**config.mk**
```make
export PLATFORM = sky130hd
export DESIGN_NAME = mips_mc_controller_flat
export DESIGN_NICKNAME = d
export VERILOG_FILES = /design/src/rtl/mips_mc_controller_if.sv /design/src/rtl/mips_mc_controller.sv /design/src/flat_wrapper.sv
export SDC_FILE = /design/constraint.sdc
export NUM_CORES = 1
export LEC_CHECK = 0
export CORE_ASPECT_RATIO = 1.25
export CORE_MARGIN = 3
export CORE_UTILIZATION = 48
export CTS_BUF_LIST = sky130_fd_sc_hd__clkbuf_8 sky130_fd_sc_hd__clkbuf_16
export DETAILED_ROUTE_END_ITERATION = 8
export GPL_TIMING_DRIVEN = 0
export HOLD_SLACK_MARGIN = 0.15
export PLACE_DENSITY = 0.83
export SYNTH_ARGS = -nofsm -noshare
export SYNTH_HDL_FRONTEND = slang
export SYNTH_SLANG_ARGS = --single-unit
```
**constraint.sdc**
```tcl
create_clock -name clk -period 4.1 [get_ports clk]
set_clock_uncertainty 0.1 [all_clocks]
set_input_delay 0.82 -clock clk [delete_from_list [all_inputs] [get_ports clk]]
set_output_delay 0.82 -clock clk [all_outputs]
set_load 0.02 [all_outputs]
```
**src/rtl/mips_mc_controller_if.sv**
```systemverilog
// Control-unit boundary: instruction fields and ALU flag in, datapath controls out.
// The controller takes the master modport; the datapath/IR side takes slave.
interface mips_mc_controller_if;
   logic [5:0] op;
   logic [5:0] funct;
   logic       zero;
   logic [2:0] alucont;
   logic       alusrca;
   logic [1:0] alusrcb;
   logic [1:0] pcsrc;
   logic       pcen;
   logic       iord;
   logic       memwrite;
   logic       irwrite;
   logic       regdst;
   logic       memtoreg;
   logic       regwrite;
   logic [3:0] state;

   modport master (
      input  op, funct, zero,
      output alucont, alusrca, alusrcb, pcsrc, pcen, iord, memwrite,
             irwrite, regdst, memtoreg, regwrite, state
   );

   modport slave (
      output op, funct, zero,
      input  alucont, alusrca, alusrcb, pcsrc, pcen, iord, memwrite,
             irwrite, regdst, memtoreg, regwrite, state
   );
endinterface

```
**src/rtl/mips_mc_controller.sv**
```systemverilog
// Multi-cycle MIPS control unit: main Moore FSM plus ALU-control decode.
// Moore outputs are registered from the decode of the state being entered.
module mips_mc_controller (
   input  logic                       clk,
   input  logic                       reset,
   mips_mc_controller_if.master       bus
);
   typedef enum logic [3:0] {
      FETCH   = 4'd0,  DECODE  = 4'd1,  MEMADR  = 4'd2,  MEMRD  = 4'd3,
      MEMWB   = 4'd4,  MEMWR   = 4'd5,  RTYPEEX = 4'd6,  RTYPEWB = 4'd7,
      BEQEX   = 4'd8,  ADDIEX  = 4'd9,  ADDIWB  = 4'd10, JEX    = 4'd11,
      BNEEX   = 4'd12
   } state_t;

   localparam logic [5:0] OP_R    = 6'b000000;
   localparam logic [5:0] OP_LW   = 6'b100011;
   localparam logic [5:0] OP_SW   = 6'b101011;
   localparam logic [5:0] OP_BEQ  = 6'b000100;
   localparam logic [5:0] OP_BNE  = 6'b000101;
   localparam logic [5:0] OP_ADDI = 6'b001000;
   localparam logic [5:0] OP_J    = 6'b000010;

   localparam logic [2:0] ALU_AND = 3'b000;
   localparam logic [2:0] ALU_OR  = 3'b001;
   localparam logic [2:0] ALU_ADD = 3'b010;
   localparam logic [2:0] ALU_SUB = 3'b110;
   localparam logic [2:0] ALU_SLT = 3'b111;

   state_t     cur_state, nxt_state, load_state;

   logic [2:0] alucont_q,  d_alucont;
   logic       alusrca_q,  d_alusrca;
   logic [1:0] alusrcb_q,  d_alusrcb;
   logic [1:0] pcsrc_q,    d_pcsrc;
   logic       pcwrite_q,  d_pcwrite;
   logic       branch_q,   d_branch;
   logic       branchn_q,  d_branchn;
   logic       iord_q,     d_iord;
   logic       memwrite_q, d_memwrite;
   logic       irwrite_q,  d_irwrite;
   logic       regdst_q,   d_regdst;
   logic       memtoreg_q, d_memtoreg;
   logic       regwrite_q, d_regwrite;

   logic [2:0] funct_alu;
   logic       funct_ok;

   // R-type funct decode; unsupported functs default to ADD and skip writeback
   always_comb begin
      funct_alu = ALU_ADD;
      funct_ok  = 1'b1;
      case (bus.funct)
         6'b100000: funct_alu = ALU_ADD;
         6'b100010: funct_alu = ALU_SUB;
         6'b100100: funct_alu = ALU_AND;
         6'b100101: funct_alu = ALU_OR;
         6'b101010: funct_alu = ALU_SLT;
         default:   funct_ok  = 1'b0;
      endcase
   end

   // Next-state logic; unknown opcodes act as NOPs since PC already advanced
   always_comb begin
      nxt_state = FETCH;
      case (cur_state)
         FETCH:   nxt_state = DECODE;
         DECODE: begin
            case (bus.op)
               OP_LW, OP_SW: nxt_state = MEMADR;
               OP_R:         nxt_state = RTYPEEX;
               OP_BEQ:       nxt_state = BEQEX;
               OP_BNE:       nxt_state = BNEEX;
               OP_ADDI:      nxt_state = ADDIEX;
               OP_J:         nxt_state = JEX;
               default:      nxt_state = FETCH;
            endcase
         end
         MEMADR:  nxt_state = (bus.op == OP_SW) ? MEMWR : MEMRD;
         MEMRD:   nxt_state = MEMWB;
         RTYPEEX: nxt_state = funct_ok ? RTYPEWB : FETCH;
         ADDIEX:  nxt_state = ADDIWB;
         default: nxt_state = FETCH;
      endcase
   end

   assign load_state = reset ? FETCH : nxt_state;

   // Moore decode of the state about to be entered
   always_comb begin
      d_alucont  = ALU_ADD;
      d_alusrca  = 1'b0;
      d_alusrcb  = 2'b00;
      d_pcsrc    = 2'b00;
      d_pcwrite  = 1'b0;
      d_branch   = 1'b0;
      d_branchn  = 1'b0;
      d_iord     = 1'b0;
      d_memwrite = 1'b0;
      d_irwrite  = 1'b0;
      d_regdst   = 1'b0;
      d_memtoreg = 1'b0;
      d_regwrite = 1'b0;
      case (load_state)
         FETCH: begin
            d_alusrcb = 2'b01;
            d_irwrite = 1'b1;
            d_pcwrite = 1'b1;
         end
         DECODE:         d_alusrcb = 2'b11;
         MEMADR, ADDIEX: begin
            d_alusrca = 1'b1;
            d_alusrcb = 2'b10;
         end
         MEMRD:          d_iord = 1'b1;
         MEMWB: begin
            d_memtoreg = 1'b1;
            d_regwrite = 1'b1;
         end
         MEMWR: begin
            d_iord     = 1'b1;
            d_memwrite = 1'b1;
         end
         RTYPEEX: begin
            d_alusrca = 1'b1;
            d_alucont = funct_alu;
         end
         RTYPEWB: begin
            d_regdst   = 1'b1;
            d_regwrite = 1'b1;
         end
         BEQEX, BNEEX: begin
            d_alusrca = 1'b1;
            d_alucont = ALU_SUB;
            d_pcsrc   = 2'b01;
            d_branch  = (load_state == BEQEX);
            d_branchn = (load_state == BNEEX);
         end
         ADDIWB:         d_regwrite = 1'b1;
         JEX: begin
            d_pcsrc   = 2'b10;
            d_pcwrite = 1'b1;
         end
         default: ;
      endcase
   end

   always_ff @(posedge clk) begin
      if (reset) cur_state <= FETCH;
      else       cur_state <= nxt_state;
      alucont_q  <= d_alucont;
      alusrca_q  <= d_alusrca;
      alusrcb_q  <= d_alusrcb;
      pcsrc_q    <= d_pcsrc;
      pcwrite_q  <= d_pcwrite;
      branch_q   <= d_branch;
      branchn_q  <= d_branchn;
      iord_q     <= d_iord;
      memwrite_q <= d_memwrite;
      irwrite_q  <= d_irwrite;
      regdst_q   <= d_regdst;
      memtoreg_q <= d_memtoreg;
      regwrite_q <= d_regwrite;
   end

   // Write enables are suppressed for the whole reset cycle, whatever the state
   assign bus.pcen     = ~reset & (pcwrite_q | (branch_q & bus.zero) | (branchn_q & ~bus.zero));
   assign bus.irwrite  = ~reset & irwrite_q;
   assign bus.memwrite = ~reset & memwrite_q;
   assign bus.regwrite = ~reset & regwrite_q;

   assign bus.alucont  = alucont_q;
   assign bus.alusrca  = alusrca_q;
   assign bus.alusrcb  = alusrcb_q;
   assign bus.pcsrc    = pcsrc_q;
   assign bus.iord     = iord_q;
   assign bus.regdst   = regdst_q;
   assign bus.memtoreg = memtoreg_q;
   assign bus.state    = cur_state;
endmodule

```
**src/flat_wrapper.sv**
```systemverilog
// flat-port wrapper written by rule: the top's interface ports become plain ports
module mips_mc_controller_flat 
  (clk, reset, bus_op, bus_funct, bus_zero, bus_alucont, bus_alusrca, bus_alusrcb, bus_pcsrc, bus_pcen, bus_iord, bus_memwrite, bus_irwrite, bus_regdst, bus_memtoreg, bus_regwrite, bus_state);
  mips_mc_controller_if bus_i ();
  input  logic clk;
  input  logic reset;
  input wire logic [$bits(bus_i.op)-1:0] bus_op;
  input wire logic [$bits(bus_i.funct)-1:0] bus_funct;
  input wire logic [$bits(bus_i.zero)-1:0] bus_zero;
  output wire logic [$bits(bus_i.alucont)-1:0] bus_alucont;
  output wire logic [$bits(bus_i.alusrca)-1:0] bus_alusrca;
  output wire logic [$bits(bus_i.alusrcb)-1:0] bus_alusrcb;
  output wire logic [$bits(bus_i.pcsrc)-1:0] bus_pcsrc;
  output wire logic [$bits(bus_i.pcen)-1:0] bus_pcen;
  output wire logic [$bits(bus_i.iord)-1:0] bus_iord;
  output wire logic [$bits(bus_i.memwrite)-1:0] bus_memwrite;
  output wire logic [$bits(bus_i.irwrite)-1:0] bus_irwrite;
  output wire logic [$bits(bus_i.regdst)-1:0] bus_regdst;
  output wire logic [$bits(bus_i.memtoreg)-1:0] bus_memtoreg;
  output wire logic [$bits(bus_i.regwrite)-1:0] bus_regwrite;
  output wire logic [$bits(bus_i.state)-1:0] bus_state;
  assign bus_i.op = bus_op;
  assign bus_i.funct = bus_funct;
  assign bus_i.zero = bus_zero;
  assign bus_alucont = bus_i.alucont;
  assign bus_alusrca = bus_i.alusrca;
  assign bus_alusrcb = bus_i.alusrcb;
  assign bus_pcsrc = bus_i.pcsrc;
  assign bus_pcen = bus_i.pcen;
  assign bus_iord = bus_i.iord;
  assign bus_memwrite = bus_i.memwrite;
  assign bus_irwrite = bus_i.irwrite;
  assign bus_regdst = bus_i.regdst;
  assign bus_memtoreg = bus_i.memtoreg;
  assign bus_regwrite = bus_i.regwrite;
  assign bus_state = bus_i.state;
  mips_mc_controller u_core (.clk(clk), .reset(reset), .bus(bus_i));
endmodule
```
* After elaboration in Yosys (flattened, before gate mapping)
Cells that the tools add are included.
Widths: inputs -> output; s select.
** Word-level totals
- Register bits after elaboration :: 21
- Input port bits :: 15
- Output and inout port bits :: 19
- Word-level logic and storage cells :: 81
** Operators by class
- Eq/ne operators :: 28
- Multiplexer cells :: 18
- Bitwise logic cells :: 10
- Reduce and logical (&&, ||, !) cells :: 11
** Operators by type and width (number)
- $pmux 4 s6 :: 2
- $eq 6x6->1 const B :: 7
- $eq 4x4->1 const B :: 6
- $eq 4x3->1 const B :: 5
- $eq 4x2->1 const B :: 4
- $eq 6x3->1 const B :: 2
- $pmux 3 s4 :: 1
- $reduce_or 2->1 :: 5
- $reduce_or 5->1 :: 2
- $mux 1 :: 9
- $eq 4x1->1 const B :: 2
- $logic_not 4->1 :: 2
- $and 1x1->1 :: 6
- $eq 6x2->1 const B :: 1
- $eq 6x4->1 const B :: 1
- $logic_not 6->1 :: 1
- $mux 3 :: 2
- $pmux 2 s3 :: 1
- $pmux 3 s2 :: 1
- $mux 4 :: 1
- $pmux 2 s2 :: 1
- $reduce_or 3->1 :: 1
- $not 1->1 :: 2
- $or 1x1->1 :: 2

* Depth between registers and ports, before layout
- Depth in word-level cells :: 9
- Gate-level depth with buffers :: 7
- Gate-level depth less buffers :: 6

* Least setup slack after synthesis
OpenSTA, ideal clock, no wires.
- Kind :: input to register
- Start :: input bus_op[1]
- End :: register u_core.alucont_q[1], in the netlist u_core.bus.alucont[1]
- Arrival time :: 2.115 ns
- Slack :: 1.750 ns
- Stages on the path :: 5
- Buffers on the path :: 0
- Cell sequence :: xor2_1 and3_1 a2111oi_4 nand2_2 or4_4
** On the way
- Cells in the longest elaborated chain, start to end :: 8
- Elaborated cells between the ends (all ways) :: 17
- Those cells by class :: 9 x eq/ne; 5 x mux; 3 x reduce/logical
** RTL lines
- start: declaration :: line flat_wrapper.sv:7 : input wire logic [$bits(bus_i.op)-1:0] bus_op;
- $eq 6x6->1 (on tied branches) :: line mips_mc_controller.sv:68, mips_mc_controller.sv:78
- $reduce_or 2->1 :: line mips_mc_controller.sv:68 : case (bus.op)
- $pmux 4 s6 :: line mips_mc_controller.sv:68
- $pmux 4 s6 * :: line mips_mc_controller.sv:65 : case (cur_state)
- $mux 4 * :: line mips_mc_controller.sv:86 : assign load_state = reset ? FETCH : nxt_state;
- $eq 4x4->1 :: line mips_mc_controller.sv:103 : case (load_state)
- $reduce_or 2->1 :: line mips_mc_controller.sv:103
- $pmux 3 s2 * :: line mips_mc_controller.sv:103
- net u_core.d_alucont[1] :: line mips_mc_controller.sv:31 : logic [2:0] alucont_q, d_alucont;
- end signal: assignment :: line mips_mc_controller.sv:150 : alucont_q <= d_alucont;
- end: declaration :: line mips_mc_controller.sv:31
The timed path passes the listed nets; every way through them passes the cells marked *.
A chain may end at the register's enable or synchronous reset.

* Worst setup path after layout
- Start :: input reset
- End :: output bus_irwrite
** On the way
- Cells in the longest elaborated chain, start to end :: 2
** RTL lines
- start: declaration :: line flat_wrapper.sv:6 : input logic reset;
- $not 1->1 :: line mips_mc_controller.sv:167 : assign bus.irwrite = ~reset & irwrite_q;
- $and 1x1->1 :: line mips_mc_controller.sv:167
- end: declaration :: line flat_wrapper.sv:17 : output wire logic [$bits(bus_i.irwrite)-1:0] bus_irwrite;
Every way passes these cells.

==> flow_metrics.env <==
export IMPL_status="completed"
export IMPL_tns_ns=0
export IMPL_critPathTopFamily="buffers and inverters"
export IMPL_synth_seq_area_share_pct=39.4
export IMPL_start_util_pct=52.0
export IMPL_avgSynthCellArea_um2=8.74
export IMPL_area_growth_syn_to_layout_pct=38.8
export IMPL_hp_start="u_core.bus.state[0]"
export IMPL_cp_max_fo=7
export IMPL_grt_max_degree=13
export IMPL_place_gp_congestion=0.801
export IMPL_hold_buffers=0
export IMPL_crit_path_top_delay_cell="clkdlybuf4s50_1"
export IMPL_final_area_um2=1480
export IMPL_insertion_delay_ns=0.25
export IMPL_cts_root_buf="clkbuf_8"
export IMPL_port_buffers=33
export IMPL_ios=34
export IMPL_postCtsSetupBuffers=0
export IMPL_htree_levels=1
export IMPL_grt_antenna_before_repair=0
export IMPL_rrSetupSlack_ns=1.84
export IMPL_syn_inst=122
export IMPL_grt_pass1_wl_um=4820
export IMPL_via_per_inst=5.97
export IMPL_hold_path_class="flop to flop"
export IMPL_clk_pin_slew_worst_paths_ns=0.07
export IMPL_cts_buffers=3
export IMPL_ys_types=42
export IMPL_ys_ff_latch=21
export IMPL_setup_violations=0
export IMPL_async_flop_share_pct=0
export IMPL_final_core_util_pct=72.2
export IMPL_power_density_nw_per_um2=287
export IMPL_worst_hold_path_endpoint="u_core.bus.memtoreg"
export IMPL_r2r_start="u_core.bus.state[3]"
export IMPL_whs_ns=0.727
export IMPL_hpwl_um=2190
export IMPL_r2r_end="u_core.bus.alucont[1]"
export IMPL_worst_setup_path_type="input port to output port"
export IMPL_die_w_um=48.2
export IMPL_netlist_area_um2=1070
export IMPL_worstPathCellList="clkdlybuf4s50_1 -> nor2b_1 -> clkdlybuf4s50_1"
export IMPL_fin_crit_ns=3.08
export IMPL_max_stage_delay_ns=0.61
export IMPL_whs_path_depth=4
export IMPL_p_leak_nw=0.543
export IMPL_core_area_um2=2050
export IMPL_reg2regPathDepth=5
export IMPL_cpMostUsedCell="clkdlybuf4s50_1"
export IMPL_ys_warn_count=0
export IMPL_timing_final_hold_violations=0
export IMPL_ir_drop_v=0.000315
export IMPL_drc_errors=0
export IMPL_nets=175
export IMPL_die_y_um=58.7
export IMPL_finalMaxSlewViolations=0
export IMPL_dieArea_um2=2830
export IMPL_drt_initial_drc_count=58
export IMPL_drive_gt1_share_pct=6.92
export IMPL_drt_first_pass_iters=4
export IMPL_finalCritPeriodShare_pct=75.2
export IMPL_tightestPinTransition_ns=0.623
export IMPL_multi_input_area_um2=619
export IMPL_rsz0062_at_grt="no"
export IMPL_relSlewSlack_pct=58.4
export IMPL_syn_nets=137
export IMPL_critPathCaptureType="output port"
export IMPL_cp_start_kind="input port"
export IMPL_synth_edf_count=0
export IMPL_required_ns=3.18
export IMPL_placedInstanceArea_um2=1430
export IMPL_wire_per_inst_um=15.0
export IMPL_regArea_um2=420
export IMPL_cts_sinks=21
export IMPL_cts_tree="yes"
export IMPL_grt_pass1_vias=1131
export IMPL_grt_overflow_total=0
export IMPL_ant_nets=0
export IMPL_maxCapViolations=0
export IMPL_synth_ff_type="dfxtp_1"
export IMPL_routed_wl_um=2840
export IMPL_via_count=1128
export IMPL_track_usage_pct=23.5
export IMPL_fill_cells=168
export IMPL_cts_resized=0
export IMPL_cp_num_buf_inv=2
export IMPL_rows=18
export IMPL_max_freq_mhz=324
export IMPL_diodes=0
export IMPL_clock_path_buffers=2
export IMPL_arrival_ns=2.16
[metrics by stage]
stage | instances | setup WS [ns] | power [mW]
after global routing | 189 | 0.948 | 0.443
final | 189 | 1.02 | 0.425
after CTS | 189 | 1.00 | 0.425
after global placement | 185 | 1.01 | 0.295
after detailed placement | 185 | 1.01 | 0.297
after floorplan | 122 | 1.75 | 0.259
[how the worst max path moves through the flow]
stage / depth (start not counted) / end / startpoint
after CTS: 3 / bus_irwrite / reset
after floorplan: 5 / u_core.bus.alucont[1] / bus_op[1]
after detailed placement: 3 / bus_memwrite / reset
after global placement: 3 / bus_irwrite / reset
after global routing: 3 / bus_memwrite / reset
final: 3 / bus_irwrite / reset
[power by group]
group	switching [mW]	internal, mW	leakage [nW]
clock network	0.0639	0.0676	0.0255
registers	0.00367	0.210	0.171
logic	0.0425	0.0375	0.347
total	0.110	0.315	0.543
[synthesized netlist by cell type, types with 2 or more instances]
library cell | count | area share, %
dfxtp_1 | 21 | 39
nand2_1 | 10 | 3.5
nor2b_1 | 10 | 5.9
a21oi_1 | 8 | 3.8
nor2_1 | 7 | 2.5
nand3_1 | 6 | 2.8
nand4_1 | 5 | 2.9
o211ai_1 | 5 | 3.5
and3_1 | 3 | 1.8
clkbuf_1 | 3 | 1.1
inv_1 | 3 | 1.1
nand2b_1 | 3 | 1.8
nor3_1 | 3 | 1.4
nor3b_1 | 3 | 2.1
o2111ai_1 | 3 | 2.5
nor4_1 | 2 | 1.2
o31ai_1 | 2 | 1.4
[layout by cell type (no fill, tap or decap), types with 3 or more instances in the layout]
cell type / instances
a21oi_1: 8
and3_1: 3
clkbuf_1: 3
clkbuf_8: 3
clkdlybuf4s50_1: 33
dfxtp_1: 21
inv_1: 3
nand2_1: 10
nand2b_1: 3
nand3_1: 6
nand4_1: 5
nor2_1: 7
nor2b_1: 10
nor3_1: 3
nor3b_1: 3
o2111ai_1: 3
o211ai_1: 5
[state kept, by name, indices dropped and copies added (netlist names)]
name / flops
u_core.branchn_q: 1
u_core.bus.memtoreg: 1
u_core.bus.alusrca: 1
u_core.regwrite_q: 1
u_core.bus.pcsrc: 2
u_core.bus.iord: 1
u_core.branch_q: 1
u_core.bus.regdst: 1
u_core.irwrite_q: 1
u_core.bus.alucont: 3
u_core.bus.state: 4
u_core.bus.alusrcb: 2
u_core.pcwrite_q: 1
u_core.memwrite_q: 1
[cells by family after synthesis]
group / count (synthesis) / share of synthesized area [%]
compound gates: 30 / 22.8
xor+xnor: 2 / 1.64
buf+inv: 7 / 2.46
flops: 21 / 39.4
simple gates: 62 / 33.7
[final cells by class]
| class | count | share of cell area (%) |
|---|---|---|
| sequential | 21 | 28.4 |
| clock buffer | 3 | 2.79 |
| inverter | 4 | 1.01 |
| timing repair buffer | 33 | 22.3 |
| multi-input combinational | 94 | 41.8 |
| buffer | 3 | 0.761 |
| tap | 30 | 2.54 |
| clock inverter | 1 | 0.338 |
[worst reg2reg max path: stages, from the launching register on]
cell and delay [ns]:
dfxtp_1 0.34, clkbuf_1 0.23, nor4bb_1 0.38, nor2b_1 0.43, a21oi_1 0.16, or4_4 0.50
[layer usage]
metal	GRT usage [%]	part of all wire (%)	vias up
li1	-	-	537
met1	29.2	39	504
met2	37.7	51	68
met3	4.59	6.9	19
met4	10.4	2.9	0
met5	0	0	-
No activity file was read; power rests on OpenSTA's default activity.
